File: src/rtl/lcd_pkg.sv
// Shared types and default 50 MHz timing for the HD44780 byte write engine.
package lcd_pkg;

  typedef enum logic [2:0] {
    ST_IDLE    = 3'd0,
    ST_SETUP   = 3'd1,
    ST_EN_HIGH = 3'd2,
    ST_HOLD    = 3'd3,
    ST_EXEC    = 3'd4,
    ST_DONE    = 3'd5
  } lcd_state_e;

  localparam logic [7:0] CMD_CLEAR = 8'h01;
  localparam logic [7:0] CMD_HOME  = 8'h02;

  localparam int unsigned T_SETUP_DEF     = 4;
  localparam int unsigned T_EN_DEF        = 16;
  localparam int unsigned T_HOLD_DEF      = 4;
  localparam int unsigned T_EXEC_DEF      = 2000;
  localparam int unsigned T_EXEC_LONG_DEF = 82000;
  localparam int unsigned CNT_W_DEF       = 17;

  // Clear (0x01) and home (0x02/0x03) commands need the long execution wait.
  function automatic logic is_long_cmd(input logic rs, input logic [7:0] data);
    return (rs == 1'b0) && (data[7:1] == CMD_HOME[7:1] || data == CMD_CLEAR);
  endfunction

endpackage

File: src/rtl/lcd_write_engine.sv
// Byte-level HD44780 write engine: setup, enable pulse, hold and execution wait,
// then a one-cycle done pulse. Write-only bus.
module lcd_write_engine
  import lcd_pkg::*;
#(
  parameter int unsigned T_SETUP     = T_SETUP_DEF,
  parameter int unsigned T_EN        = T_EN_DEF,
  parameter int unsigned T_HOLD      = T_HOLD_DEF,
  parameter int unsigned T_EXEC      = T_EXEC_DEF,
  parameter int unsigned T_EXEC_LONG = T_EXEC_LONG_DEF,
  parameter int unsigned CNT_W       = CNT_W_DEF
) (
  input  logic       iCLK_50MHZ,
  input  logic       iRST_N,
  input  logic       iSTART,
  input  logic [7:0] iDATA,
  input  logic       iRS,
  output logic       oBUSY,
  output logic       oDONE,
  output logic [7:0] oLCD_DATA,
  output logic       LCD_RS,
  output logic       LCD_RW,
  output logic       LCD_EN
);

  lcd_state_e       state_q, state_d;
  logic [CNT_W-1:0] cnt_q, cnt_d;
  logic [CNT_W-1:0] phase_last;
  logic [7:0]       data_q, data_d;
  logic             rs_q, rs_d;
  logic             long_q, long_d;
  logic             busy_q, done_q, en_q;

  // Last counter value of the current timed phase.
  always_comb begin
    phase_last = '0;
    unique case (state_q)
      ST_SETUP:   phase_last = CNT_W'(T_SETUP - 1);
      ST_EN_HIGH: phase_last = CNT_W'(T_EN - 1);
      ST_HOLD:    phase_last = CNT_W'(T_HOLD - 1);
      ST_EXEC:    phase_last = long_q ? CNT_W'(T_EXEC_LONG - 1) : CNT_W'(T_EXEC - 1);
      default:    phase_last = '0;
    endcase
  end

  always_comb begin
    state_d = state_q;
    cnt_d   = cnt_q;
    data_d  = data_q;
    rs_d    = rs_q;
    long_d  = long_q;
    unique case (state_q)
      ST_IDLE: begin
        if (iSTART) begin
          data_d  = iDATA;
          rs_d    = iRS;
          long_d  = is_long_cmd(iRS, iDATA);
          cnt_d   = '0;
          state_d = ST_SETUP;
        end
      end
      ST_SETUP, ST_EN_HIGH, ST_HOLD, ST_EXEC: begin
        if (cnt_q == phase_last) begin
          cnt_d = '0;
          unique case (state_q)
            ST_SETUP:   state_d = ST_EN_HIGH;
            ST_EN_HIGH: state_d = ST_HOLD;
            ST_HOLD:    state_d = ST_EXEC;
            default:    state_d = ST_DONE;
          endcase
        end else begin
          cnt_d = cnt_q + CNT_W'(1);
        end
      end
      ST_DONE: state_d = ST_IDLE;
      default: state_d = ST_IDLE;
    endcase
  end

  // Status outputs are registered from the next state so they align with state_q.
  always_ff @(posedge iCLK_50MHZ or negedge iRST_N) begin
    if (!iRST_N) begin
      state_q <= ST_IDLE;
      cnt_q   <= '0;
      data_q  <= 8'h00;
      rs_q    <= 1'b0;
      long_q  <= 1'b0;
      busy_q  <= 1'b0;
      done_q  <= 1'b0;
      en_q    <= 1'b0;
    end else begin
      state_q <= state_d;
      cnt_q   <= cnt_d;
      data_q  <= data_d;
      rs_q    <= rs_d;
      long_q  <= long_d;
      busy_q  <= (state_d != ST_IDLE);
      done_q  <= (state_d == ST_DONE);
      en_q    <= (state_d == ST_EN_HIGH);
    end
  end

  assign oBUSY     = busy_q;
  assign oDONE     = done_q;
  assign oLCD_DATA = data_q;
  assign LCD_RS    = rs_q;
  assign LCD_RW    = 1'b0;
  assign LCD_EN    = en_q;

endmodule

File: config.mk
export PLATFORM = sky130hd
export DESIGN_NAME = lcd_write_engine
export DESIGN_NICKNAME = d
export VERILOG_FILES = /design/src/rtl/lcd_pkg.sv /design/src/rtl/lcd_write_engine.sv
export SDC_FILE = /design/constraint.sdc
export NUM_CORES = 1
export LEC_CHECK = 0
export CAP_MARGIN = 10
export CORE_UTILIZATION = 67
export CTS_CLUSTER_DIAMETER = 80
export CTS_CLUSTER_SIZE = 16
export DETAILED_ROUTE_END_ITERATION = 7
export DONT_BUFFER_PORTS = 1
export PLACE_DENSITY_LB_ADDON = 0.12
export SLEW_MARGIN = 0
export SYNTH_ARGS = -nofsm -noshare
export SYNTH_HDL_FRONTEND = slang
export SYNTH_SLANG_ARGS = --single-unit
export TNS_END_PERCENT = 5
File: constraint.sdc
create_clock -name iCLK_50MHZ -period 5.5 [get_ports iCLK_50MHZ]
set_clock_uncertainty 0.05 [all_clocks]
set_input_delay 0 -clock iCLK_50MHZ [delete_from_list [all_inputs] [get_ports iCLK_50MHZ]]
set_output_delay 0 -clock iCLK_50MHZ [all_outputs]
set_load 0.03 [all_outputs]
==> results of run 1 <==
==> Yosys cell counts, drive strengths merged, types with 3 or more instances <==
master,count
a21oi,3
and3,4
buf,5
dfrtp,33
inv,8
mux2,10
mux2i,4
nand2,9
nand3,10
nand4,4
nor2,21
nor3,5
nor3b,3
o21ai,7
or3,3
or4,3
xnor2,6
xor2,5
==> registers in the layout, indices dropped and copies added, names as in the netlist <==
signal / count
cnt_q: 17
oLCD_DATA: 8
state_q: 3
LCD_EN: 1
LCD_RS: 1
long_q: 1
oBUSY: 1
oDONE: 1
==> per-stage QoR <==
stage               utilization (%)  worst slack, ns  instance area, µm²  hold WS, ns
floorplan                         -             3.26                1750       -0.346
global placement               70.4             3.13                1740       -0.345
detailed placement             70.4             2.95                1740       -0.345
CTS                            78.8             2.95                1950       0.0297
global route                   79.1             2.78                1960       0.0170
finish                         79.1             2.90                1960       0.0280
==> worst min path at each step <==
stage / end / slack, ns
floorplan: LCD_EN$_DFF_PN0_ / -0.35
global placement: cnt_q[11]$_DFFE_PN0P_ / -0.34
detailed placement: cnt_q[11]$_DFFE_PN0P_ / -0.35
CTS: cnt_q[11]$_DFFE_PN0P_ / 0.03
global route: oLCD_DATA[2]$_DFFE_PN0P_ / 0.02
finish: oLCD_DATA[2]$_DFFE_PN0P_ / 0.03
==> logic make-up (layout without fill, tap and decap cells) <==
| family | after synthesis | count (layout) | share of synthesized area, % |
|---|---|---|---|
| buffers and inverters | 15 | 28 | 4.71 |
| other | 1 | 1 | 0.214 |
| muxes | 14 | 14 | 8.71 |
| and+or+nand+nor | 72 | 72 | 22.9 |
| DFF | 33 | 33 | 47.1 |
| AOI/OAI and AO/OA | 22 | 22 | 10.1 |
| adders and majority gates | 1 | 1 | 0.714 |
| xor gates and xnor gates | 11 | 11 | 5.50 |
==> cells in the final DEF (no fill, tap or decap), drive strengths merged, types with 4 or more instances in the layout <==
master / synthesis / final
dfrtp: 33 / 33
nand4: 4 / 4
mux2: 10 / 10
inv: 8 / 8
nand2: 9 / 9
nor2: 21 / 21
nand3: 10 / 10
nor3: 5 / 5
and3: 4 / 4
clkbuf: 2 / 6
o21ai: 7 / 7
xor2: 5 / 5
dlygate4sd3: 0 / 10
mux2i: 4 / 4
xnor2: 6 / 6
==> power by group through the flow <==
stage | clock (µW) | combinational, µW | sequential (µW)
floorplan | 0 | 298 | 425
global placement | 0 | 294 | 462
detailed placement | 0 | 310 | 468
CTS | 195 | 324 | 463
global route | 204 | 359 | 473
finish | 194 | 330 | 463
==> what timing repair did <==
action | CTS | global route
hold buffers | 11 | 0
setup buffers | 0 | 0
endpoints found under the hold margin | 43 | 0
==> area by class of cell <==
class                           count  area [µm²]  share of cell area, %
Inverter                            8        30.0                   1.53
Tap cell                           30        37.5                   1.92
Timing Repair Buffer               12         128                   6.51
Clock inverter                      2        37.5                   1.92
Clock buffer                        6        51.3                   2.62
Multi-Input combinational cell    121         850                   43.4
Sequential cell                    33         826                   42.1
==> routing by layer <==
| layer | track usage (%) | vias up |
|---|---|---|
| met5 | 0 | - |
| met4 | 10.1 | 0 |
| met3 | 9.48 | 6 |
| met2 | 51.3 | 34 |
| met1 | 33.2 | 637 |
| li1 | - | 630 |
==> worst reg2reg max path: stages (launching register included) <==
cell,delay (ns)
dfrtp_1,0.55
nor3b_4,0.33
o211ai_2,0.16
a2111oi_4,0.40
a31oi_2,0.27
nor2_1,0.56
nor2_1,0.14
==> metrics, run 1 <==
status finished, final reports clean; startpoint types flip-flop; power share of the combinational group 33.4%; CP required 5.65 ns; FMAX 385 MHz; Switch Pwr 422 µW; Post-synth EDFFs 0; Synth top area share 47.1%; Clock power frac 19.6%; Slew Limit Fails 0; Antenna Cells 0; HPWL after DPL 2430 µm; final setup vio count 0; die height 53.1 µm; post-layout min period 2.60 ns; start of the worst register-to-register path state_q[2]$_DFF_PN0_; met3 wire length 163 µm; DRT iter0 DRCs 36; Hold Startpoint iSTART; Flop pwr share 46.9%; Syn Area/Cell 10.4 µm²; Synthesized Nets 182; CP Capture Type flip-flop; Post-Syn Area 1750 µm²; Core Rows 18; CTS buffer count 5; crit-path max cell delay 0.56 ns; H-tree levels 2; CTS tree built; Initial Util 70.7%; post-route ant nets 0; Buf+Inv Stages, Crit Path 0; CP max FO 12; largest net degree at the start of global routing 34; WHS Path Cells 2; CTS Buffer Depth 2; slew of the pin with the lowest slew margin 0.641 ns; Clock transition at path regs 0.11 ns; Inst Count DP 192; maximum capacitance violations 0; Die Area 2820 µm²; # resized after CTS 0; Worst Path Arrival 2.74 ns; count of cell types in the netlist 45; synth top area cells dfrtp_1 47%, mux2_2 6.4%, nor2_1 4.5%; peak supply drop 466 µV; clock root buffer clkbuf_4; clock latency at the later pin of the worst-skew pair 0.34 ns; most used cell, CP nor2_1; IO Pins 25; Final Cycle Share 47.2%; uppermost layer routed met4; clk sink count 33; synthesis warning total 0; worst setup path end cnt_q[12]$_DFFE_PN0P_; slowest cell on the critical path nor2_1; GR Util All Layers 29.3%; I/O Buffers 0; Core Region 2480 µm²; Routed WL per cell 16.5 µm; Layout area overhead 11.9%; reg2reg path depth 6; Total Neg Setup Slack 0 ns; gr ovfl total 0; last weighted congestion value of the routability-driven placer 0.867; unrepaired setup endpoints after global routing false; final non-filler cell total 212; Mapped Cells 169; Via density 6.17; antenna violations before repair 0; worst reg2reg path endpoint cnt_q[12]$_DFFE_PN0P_; type of the worst setup path reg2reg; Top delay family on crit path simple AND/OR/NAND/NOR gates; Pleak 0.000848 µW; share of cells above drive strength 1 17.6%; Main synth FF type dfrtp_1; Cell Pwr Density 504 nW/µm²; CP startpoint state_q[2]$_DFF_PN0_; first-pass GRT wire length 5600 µm; overall power 987 µW; final hold vios 0; ys async rst share 100%; fin nets 194; met2 routed WL 1890 µm; Slew Limit Headroom 56.9%; vias in the first global route 1267; routed vias 1307; Hold WC Path Type in2reg; dominant cell type by area after synthesis dfrtp_1; Synth Register Bits 33; metal1 wirelength 1410 µm; die width 53.1 µm; Worst path depth 6; Pre-antenna DRT Iters 4; CP Cell Sequence nor3b_4 > o211ai_2 > a2111oi_4 > a31oi_2 > nor2_1 > nor2_1; Net Sw Frac 42.8%; Post-route DRC 0; filler cell count 152; final wirelength 3500 µm; R2R Setup Slk 2.90 ns; Pint 565 µW; sequential area share after synthesis 47.1%
No activity file was read; power rests on OpenSTA's default activity.
==> run 2: changes to the inputs <==
--- a/config.mk
+++ b/config.mk
@@ -6,7 +6,7 @@
 export NUM_CORES = 1
 export LEC_CHECK = 0
 export CAP_MARGIN = 10
-export CORE_UTILIZATION = 67
+export CORE_UTILIZATION = 56
 export CTS_CLUSTER_DIAMETER = 80
 export CTS_CLUSTER_SIZE = 16
 export DETAILED_ROUTE_END_ITERATION = 7
==> constraint.sdc (replaced) <==
create_clock -name iCLK_50MHZ -period 2.3 [get_ports iCLK_50MHZ]
set_clock_uncertainty 0.05 [all_clocks]
set_input_delay 0 -clock iCLK_50MHZ [delete_from_list [all_inputs] [get_ports iCLK_50MHZ]]
set_output_delay 0 -clock iCLK_50MHZ [all_outputs]
set_load 0.03 [all_outputs]
==> run 2 against run 1 <==
The run now ends with DRC, setup timing left. Flip-flop and latch count is the same. Sequential power grew 140%. Largest cell class unchanged. Final cell count grew 9.0%. Via count grew 7.0%. Highest routed layer unchanged. Power grew to 2.7 times the previous value. Cell area grew 10%.
==> metrics, run 2 (synthesis results as in run 1) <==
CP Cell Sequence nor4b_4 > o211ai_2 > a2111oi_4 > nand3_2 > nor3b_2 > or4_1 (was nor3b_4 > o211ai_2 > a2111oi_4 > a31oi_2 > nor2_1 > nor2_1); max reg flops 17 (unchanged); die width 57.9 µm (was 53.1 µm); Pint 1590 µW (was 565 µW); Pleak 0.000943 µW (was 0.000848 µW); final non-filler cell total 231 (was 212); Pre-antenna DRT Iters 6 (was 4); failing checks DRC, setup timing; vias in the first global route 1471 (was 1267); type of the worst setup path reg2reg (unchanged); final hold vios 0 (unchanged); final wirelength 3720 µm (was 3500 µm); Net Sw Frac 40.9% (was 42.8%); status complete, but fails checks (was finished, final reports clean); maximum capacitance violations 0 (unchanged); Inst Count DP 209 (was 192); worst reg2reg path endpoint state_q[0]$_DFF_PN0_ (was cnt_q[12]$_DFFE_PN0P_); R2R Setup Slk -0.02 ns (was 2.90 ns); power share of the combinational group 41.9% (was 33.4%); worst setup path end state_q[0]$_DFF_PN0_ (was cnt_q[12]$_DFFE_PN0P_); routed vias 1398 (was 1307); HPWL after DPL 2550 µm (was 2430 µm); last weighted congestion value of the routability-driven placer 0.814 (was 0.867); CTS tree built (unchanged); CP max FO 6 (was 12); Clock power frac 17.4% (was 19.6%); Core Region 2850 µm² (was 2480 µm²); most frequent cells in the layout 29 x dfrtp_1, 20 x nor2_1, 18 x buf_4 (was 33 x dfrtp_1, 21 x nor2_1, 10 x mux2_2, 10 x dlygate4sd3_1); Hold WC Path Type in2async (was in2reg); gr ovfl total 0 (unchanged); start of the worst register-to-register path cnt_q[9]$_DFFE_PN0P_ (was state_q[2]$_DFF_PN0_); clock root buffer clkbuf_4 (unchanged); commonest non-fill, non-tap cell in the layout dfrtp_1 (unchanged); Switch Pwr 1100 µW (was 422 µW); Worst Path Arrival 2.48 ns (was 2.74 ns); Initial Util 61.4% (was 70.7%); CTS buffer count 5 (unchanged); Cell Pwr Density 1240 nW/µm² (was 504 nW/µm²); FMAX 430 MHz (was 385 MHz); Flop pwr share 40.7% (was 46.9%); I/O Buffers 0 (unchanged); startpoint types flip-flop (unchanged); GR Util All Layers 26.0% (was 29.3%); IO Pins 25 (unchanged); overall power 2680 µW (was 987 µW); peak supply drop 774 µV (was 466 µV); clk sink count 33 (unchanged); crit-path max cell delay 0.48 ns (was 0.56 ns); die height 57.9 µm (was 53.1 µm); reg2reg path depth 6 (unchanged); Clock transition at path regs 0.12 ns (was 0.11 ns); post-layout min period 2.32 ns (was 2.60 ns); DRT iter0 DRCs 66 (was 36); post-route ant nets 0 (unchanged); Layout area overhead 23.2% (was 11.9%); placed inst area 1880 µm² (was 1740 µm²); CP Capture Type flip-flop (unchanged); Final Cell Area 2160 µm² (was 1960 µm²); Final Cycle Share 101% (was 47.2%); CTS Buffer Depth 2 (unchanged); Die Area 3360 µm² (was 2820 µm²); slowest cell on the critical path dfrtp_2 (was nor2_1); largest net degree at the start of global routing 34 (unchanged); H-tree levels 2 (unchanged); Slew Limit Fails 0 (unchanged); Buf+Inv Stages, Crit Path 0 (unchanged); share of cells above drive strength 1 29.5% (was 17.6%); antenna violations before repair 0 (unchanged); Post-route DRC 2 (was 0); first-pass GRT wire length 6400 µm (was 5600 µm); Core Rows 19 (was 18); clock latency at the later pin of the worst-skew pair 0.35 ns (was 0.34 ns); most flop-heavy register cnt_q (unchanged); Antenna Cells 0 (unchanged); Core Util, Final 75.7% (was 79.1%); unrepaired setup endpoints after global routing true (was false); CP startpoint cnt_q[9]$_DFFE_PN0P_ (was state_q[2]$_DFF_PN0_); Worst path depth 6 (unchanged); Routed WL per cell 16.1 µm (was 16.5 µm); fin nets 212 (was 194); final setup vio count 1 (was 0); Top delay family on crit path simple AND/OR/NAND/NOR gates (unchanged); Total Neg Setup Slack -0.0239 ns (was 0 ns); worst setup margin -0.0239 ns (was 2.90 ns); CP required 2.46 ns (was 5.65 ns); Via density 6.05 (was 6.17)
==> run 2: worst min-delay path by stage <==
stage / from / end / slack (ns)
after floorplan: iRST_N / LCD_EN$_DFF_PN0_ / -0.35
after detailed placement: iRST_N / cnt_q[11]$_DFFE_PN0P_ / -0.34
after global placement: iRST_N / cnt_q[13]$_DFFE_PN0P_ / -0.34
after global routing: iRST_N / cnt_q[13]$_DFFE_PN0P_ / 0.02
final: iRST_N / cnt_q[13]$_DFFE_PN0P_ / 0.02
after CTS: iRST_N / cnt_q[11]$_DFFE_PN0P_ / 0.02
==> run 2: layout make-up <==
class	count	area (µm²)
Multi-Input combinational cell	121	895
Sequential cell	33	831
Fill cell	191	694
Timing Repair Buffer	30	275
Clock buffer	6	51.3
Tap cell	31	38.8
Clock inverter	2	37.5
Inverter	8	30.0
==> run 2: power groups by stage <==
stage / combinational [µW] / clock, µW / sequential [µW]
floorplan: 713 / 0 / 1020
global placement: 970 / 0 / 1090
detailed placement: 1000 / 0 / 1100
CTS: 1050 / 475 / 1090
global route: 1230 / 502 / 1120
finish: 1120 / 467 / 1090
==> run 2: per-layer routing <==
layer | track usage [%] | up-vias | part of all wire [%]
li1 | - | 659 | -
met1 | 30.5 | 688 | 41
met2 | 43.5 | 44 | 52
met3 | 8.71 | 7 | 5.3
met4 | 10.9 | 0 | 1.7
met5 | 0 | - | 0
==> run 2: worst register-to-register path, cell delays in order (launching register included) <==
cell and delay, ns:
dfrtp_2 0.48, nor4b_4 0.31, o211ai_2 0.15, a2111oi_4 0.42
nand3_2 0.19, nor3b_2 0.19, or4_1 0.40
==> run 2: repair_timing <==
item,4_1_cts,5_1_grt
hold buffers,11,0
pin swaps,0,7
hold endpoints to repair,43,0
setup endpoints to repair,10,15
resized for setup,4,10
setup buffers,0,3
==> run 2: through the flow <==
step	setup slack (ns)	hold WS [ns]
detailed placement	-0.0806	-0.345
CTS	-0.0357	0.0152
global placement	-0.00526	-0.345
finish	-0.0239	0.0227
floorplan	0.0579	-0.346
global route	-0.105	0.0203
==> run 3: changes to the inputs <==
--- a/config.mk
+++ b/config.mk
@@ -6,7 +6,7 @@
 export NUM_CORES = 1
 export LEC_CHECK = 0
 export CAP_MARGIN = 10
-export CORE_UTILIZATION = 56
+export CORE_UTILIZATION = 62
 export CTS_CLUSTER_DIAMETER = 80
 export CTS_CLUSTER_SIZE = 16
 export DETAILED_ROUTE_END_ITERATION = 7
==> constraint.sdc (replaced) <==
create_clock -name iCLK_50MHZ -period 2.6 [get_ports iCLK_50MHZ]
set_clock_uncertainty 0.05 [all_clocks]
set_input_delay 0 -clock iCLK_50MHZ [delete_from_list [all_inputs] [get_ports iCLK_50MHZ]]
set_output_delay 0 -clock iCLK_50MHZ [all_outputs]
set_load 0.03 [all_outputs]
==> run 3 against run 2 <==
The flow now finishes without violations. Maximum frequency is 4.7% lower. Power is 26% lower. Via count is 7.1% lower. Sequential power is 9% lower. Sequential share of layout area is 4.0 points higher. Critical path depth stayed put. Die area is 9.4% lower. Combinational power is 35% lower. Worst hold slack better by 0.022 ns. Critical path type unchanged. Highest routed layer unchanged.
==> metrics, run 3 (synthesis results as in run 1) <==
Via density 6.04 (was 6.05); Antenna Cells 0 (unchanged); CP Capture Type flip-flop (unchanged); post-route ant nets 0 (unchanged); fin nets 197 (was 212); Routed WL per cell 16.2 µm (was 16.1 µm); largest net degree at the start of global routing 34 (unchanged); start of the worst register-to-register path cnt_q[8]$_DFFE_PN0P_ (was cnt_q[9]$_DFFE_PN0P_); first-pass GRT wire length 5660 µm (was 6400 µm); Layout area overhead 11.4% (was 23.2%); H-tree levels 2 (unchanged); startpoint types flip-flop (unchanged); Final Cycle Share 93.8% (was 101%); IO Pins 25 (unchanged); Core Rows 18 (was 19); Pleak 0.000846 µW (was 0.000943 µW); worst setup margin 0.162 ns (was -0.0239 ns); CTS buffer count 5 (unchanged); Slew Limit Headroom 66.9%; power share of the combinational group 36.6% (was 41.9%); routed vias 1299 (was 1398); worst reg2reg path endpoint state_q[0]$_DFF_PN0_ (unchanged); unrepaired setup endpoints after global routing false (was true); die width 55.2 µm (was 57.9 µm); FMAX 410 MHz (was 430 MHz); R2R Setup Slk 0.16 ns (was -0.02 ns); Worst Path Arrival 2.59 ns (was 2.48 ns); final wirelength 3490 µm (was 3720 µm); last weighted congestion value of the routability-driven placer 0.872 (was 0.814); Pint 1110 µW (was 1590 µW); die height 55.2 µm (was 57.9 µm); Initial Util 68.2% (was 61.4%); max reg flops 17 (unchanged); Core Region 2570 µm² (was 2850 µm²); type of the worst setup path reg2reg (unchanged); CTS Buffer Depth 2 (unchanged); clk sink count 33 (unchanged); post-CTS setup buffer count 0 (unchanged); CP startpoint cnt_q[8]$_DFFE_PN0P_ (was cnt_q[9]$_DFFE_PN0P_); vias in the first global route 1229 (was 1471); CP max FO 8 (was 6); Hold WC Path Type in2async (unchanged); Total Neg Setup Slack 0 ns (was -0.0239 ns); Post-route DRC 0 (was 2); final setup vio count 0 (was 1); Clock transition at path regs 0.11 ns (was 0.12 ns); status finished, final reports clean (was complete, but fails checks); peak supply drop 794 µV (was 774 µV); most flop-heavy register cnt_q (unchanged); Switch Pwr 893 µW (was 1100 µW); dpl ws 0.123 ns (was -0.0806 ns); filler cell count 168 (was 191); Net Sw Frac 44.7% (was 40.9%); maximum capacitance violations 0 (unchanged); clock latency at the later pin of the worst-skew pair 0.33 ns (was 0.35 ns); reg2reg path depth 6 (unchanged); post-layout min period 2.44 ns (was 2.32 ns); Pre-antenna DRT Iters 4 (was 6); GR Util All Layers 27.3% (was 26.0%); clock root buffer clkbuf_4 (unchanged); Cell Pwr Density 1020 nW/µm² (was 1240 nW/µm²); most frequent cells in the layout 30 x dfrtp_1, 21 x nor2_1, 10 x mux2_2, 10 x dlygate4sd3_1 (was 29 x dfrtp_1, 20 x nor2_1, 18 x buf_4); Die Area 3040 µm² (was 3360 µm²); CTS tree built (unchanged); share of cells above drive strength 1 20.5% (was 29.5%); Clock power frac 13.9% (was 17.4%); slew of the pin with the lowest slew margin 0.495 ns; gr ovfl total 0 (unchanged); I/O Buffers 0 (unchanged); final hold vios 0 (unchanged); HPWL after DPL 2330 µm (was 2550 µm); DRT iter0 DRCs 31 (was 66); commonest non-fill, non-tap cell in the layout dfrtp_1 (unchanged); antenna violations before repair 0 (unchanged); Slew Limit Fails 0 (unchanged); CP required 2.75 ns (was 2.46 ns); Flop pwr share 49.4% (was 40.7%)
-- run 3: timing repair --
| item | 4_1_cts | 5_1_grt |
|---|---|---|
| setup endpoints to repair | 0 | 1 |
| hold endpoints to repair | 43 | 0 |
| resized for setup | 0 | 3 |
| hold buffers | 11 | 0 |
-- run 3: worst max-delay path by stage --
stage / endpoint / depth (start not counted)
3_5_place_dp: state_q[0]$_DFF_PN0_ / 6
3_3_place_gp: state_q[0]$_DFF_PN0_ / 6
6_report: state_q[0]$_DFF_PN0_ / 6
2_1_floorplan: state_q[0]$_DFF_PN0_ / 7
4_1_cts: state_q[0]$_DFF_PN0_ / 6
5_1_grt: state_q[0]$_DFF_PN0_ / 6
-- run 3: stage by stage --
stage               instances  area, µm²  power [µW]  hold slack, ns  util, %
finish                    215       1950        2000          0.0447     76.0
global route              215       1950        2130          0.0524     76.0
CTS                       215       1950        2000          0.0405     75.9
detailed placement        196       1770        1680          -0.345     69.1
global placement          196       1770        1660          -0.345     69.1
floorplan                 169       1750        1530          -0.346        -
-- run 3: final cells by class --
class                           count  area, µm²  area share (%)
Tap cell                           30       37.5            1.92
Timing Repair Buffer               15        150            7.69
Inverter                            8       30.0            1.54
Clock buffer                        5       37.5            1.92
Multi-Input combinational cell    121        850            43.5
Clock inverter                      3       17.5           0.897
Sequential cell                    33        830            42.5
-- run 3: layer usage --
| layer | vias up | wire [µm] | global-route usage (%) |
|---|---|---|---|
| met5 | - | 0 | 0 |
| met4 | 0 | 39 | 12.1 |
| met3 | 6 | 178 | 6.28 |
| met2 | 45 | 1710 | 41.8 |
| met1 | 622 | 1560 | 36.8 |
| li1 | 626 | - | - |
-- run 3: power groups by stage --
| stage | clock (µW) | sequential (µW) | combinational, µW |
|---|---|---|---|
| 6_report | 279 | 988 | 732 |
| 5_1_grt | 309 | 1010 | 808 |
| 4_1_cts | 287 | 980 | 729 |
| 3_5_place_dp | 0 | 990 | 693 |
| 3_3_place_gp | 0 | 979 | 680 |
| 2_1_floorplan | 0 | 899 | 631 |
-- run 3: critical path, stage by stage, from the launching register on --
cell	delay, ns
dfrtp_1	0.49
nor4b_2	0.34
o211ai_2	0.13
a2111oi_4	0.43
nand3_2	0.18
nor3b_1	0.17
or4_1	0.52
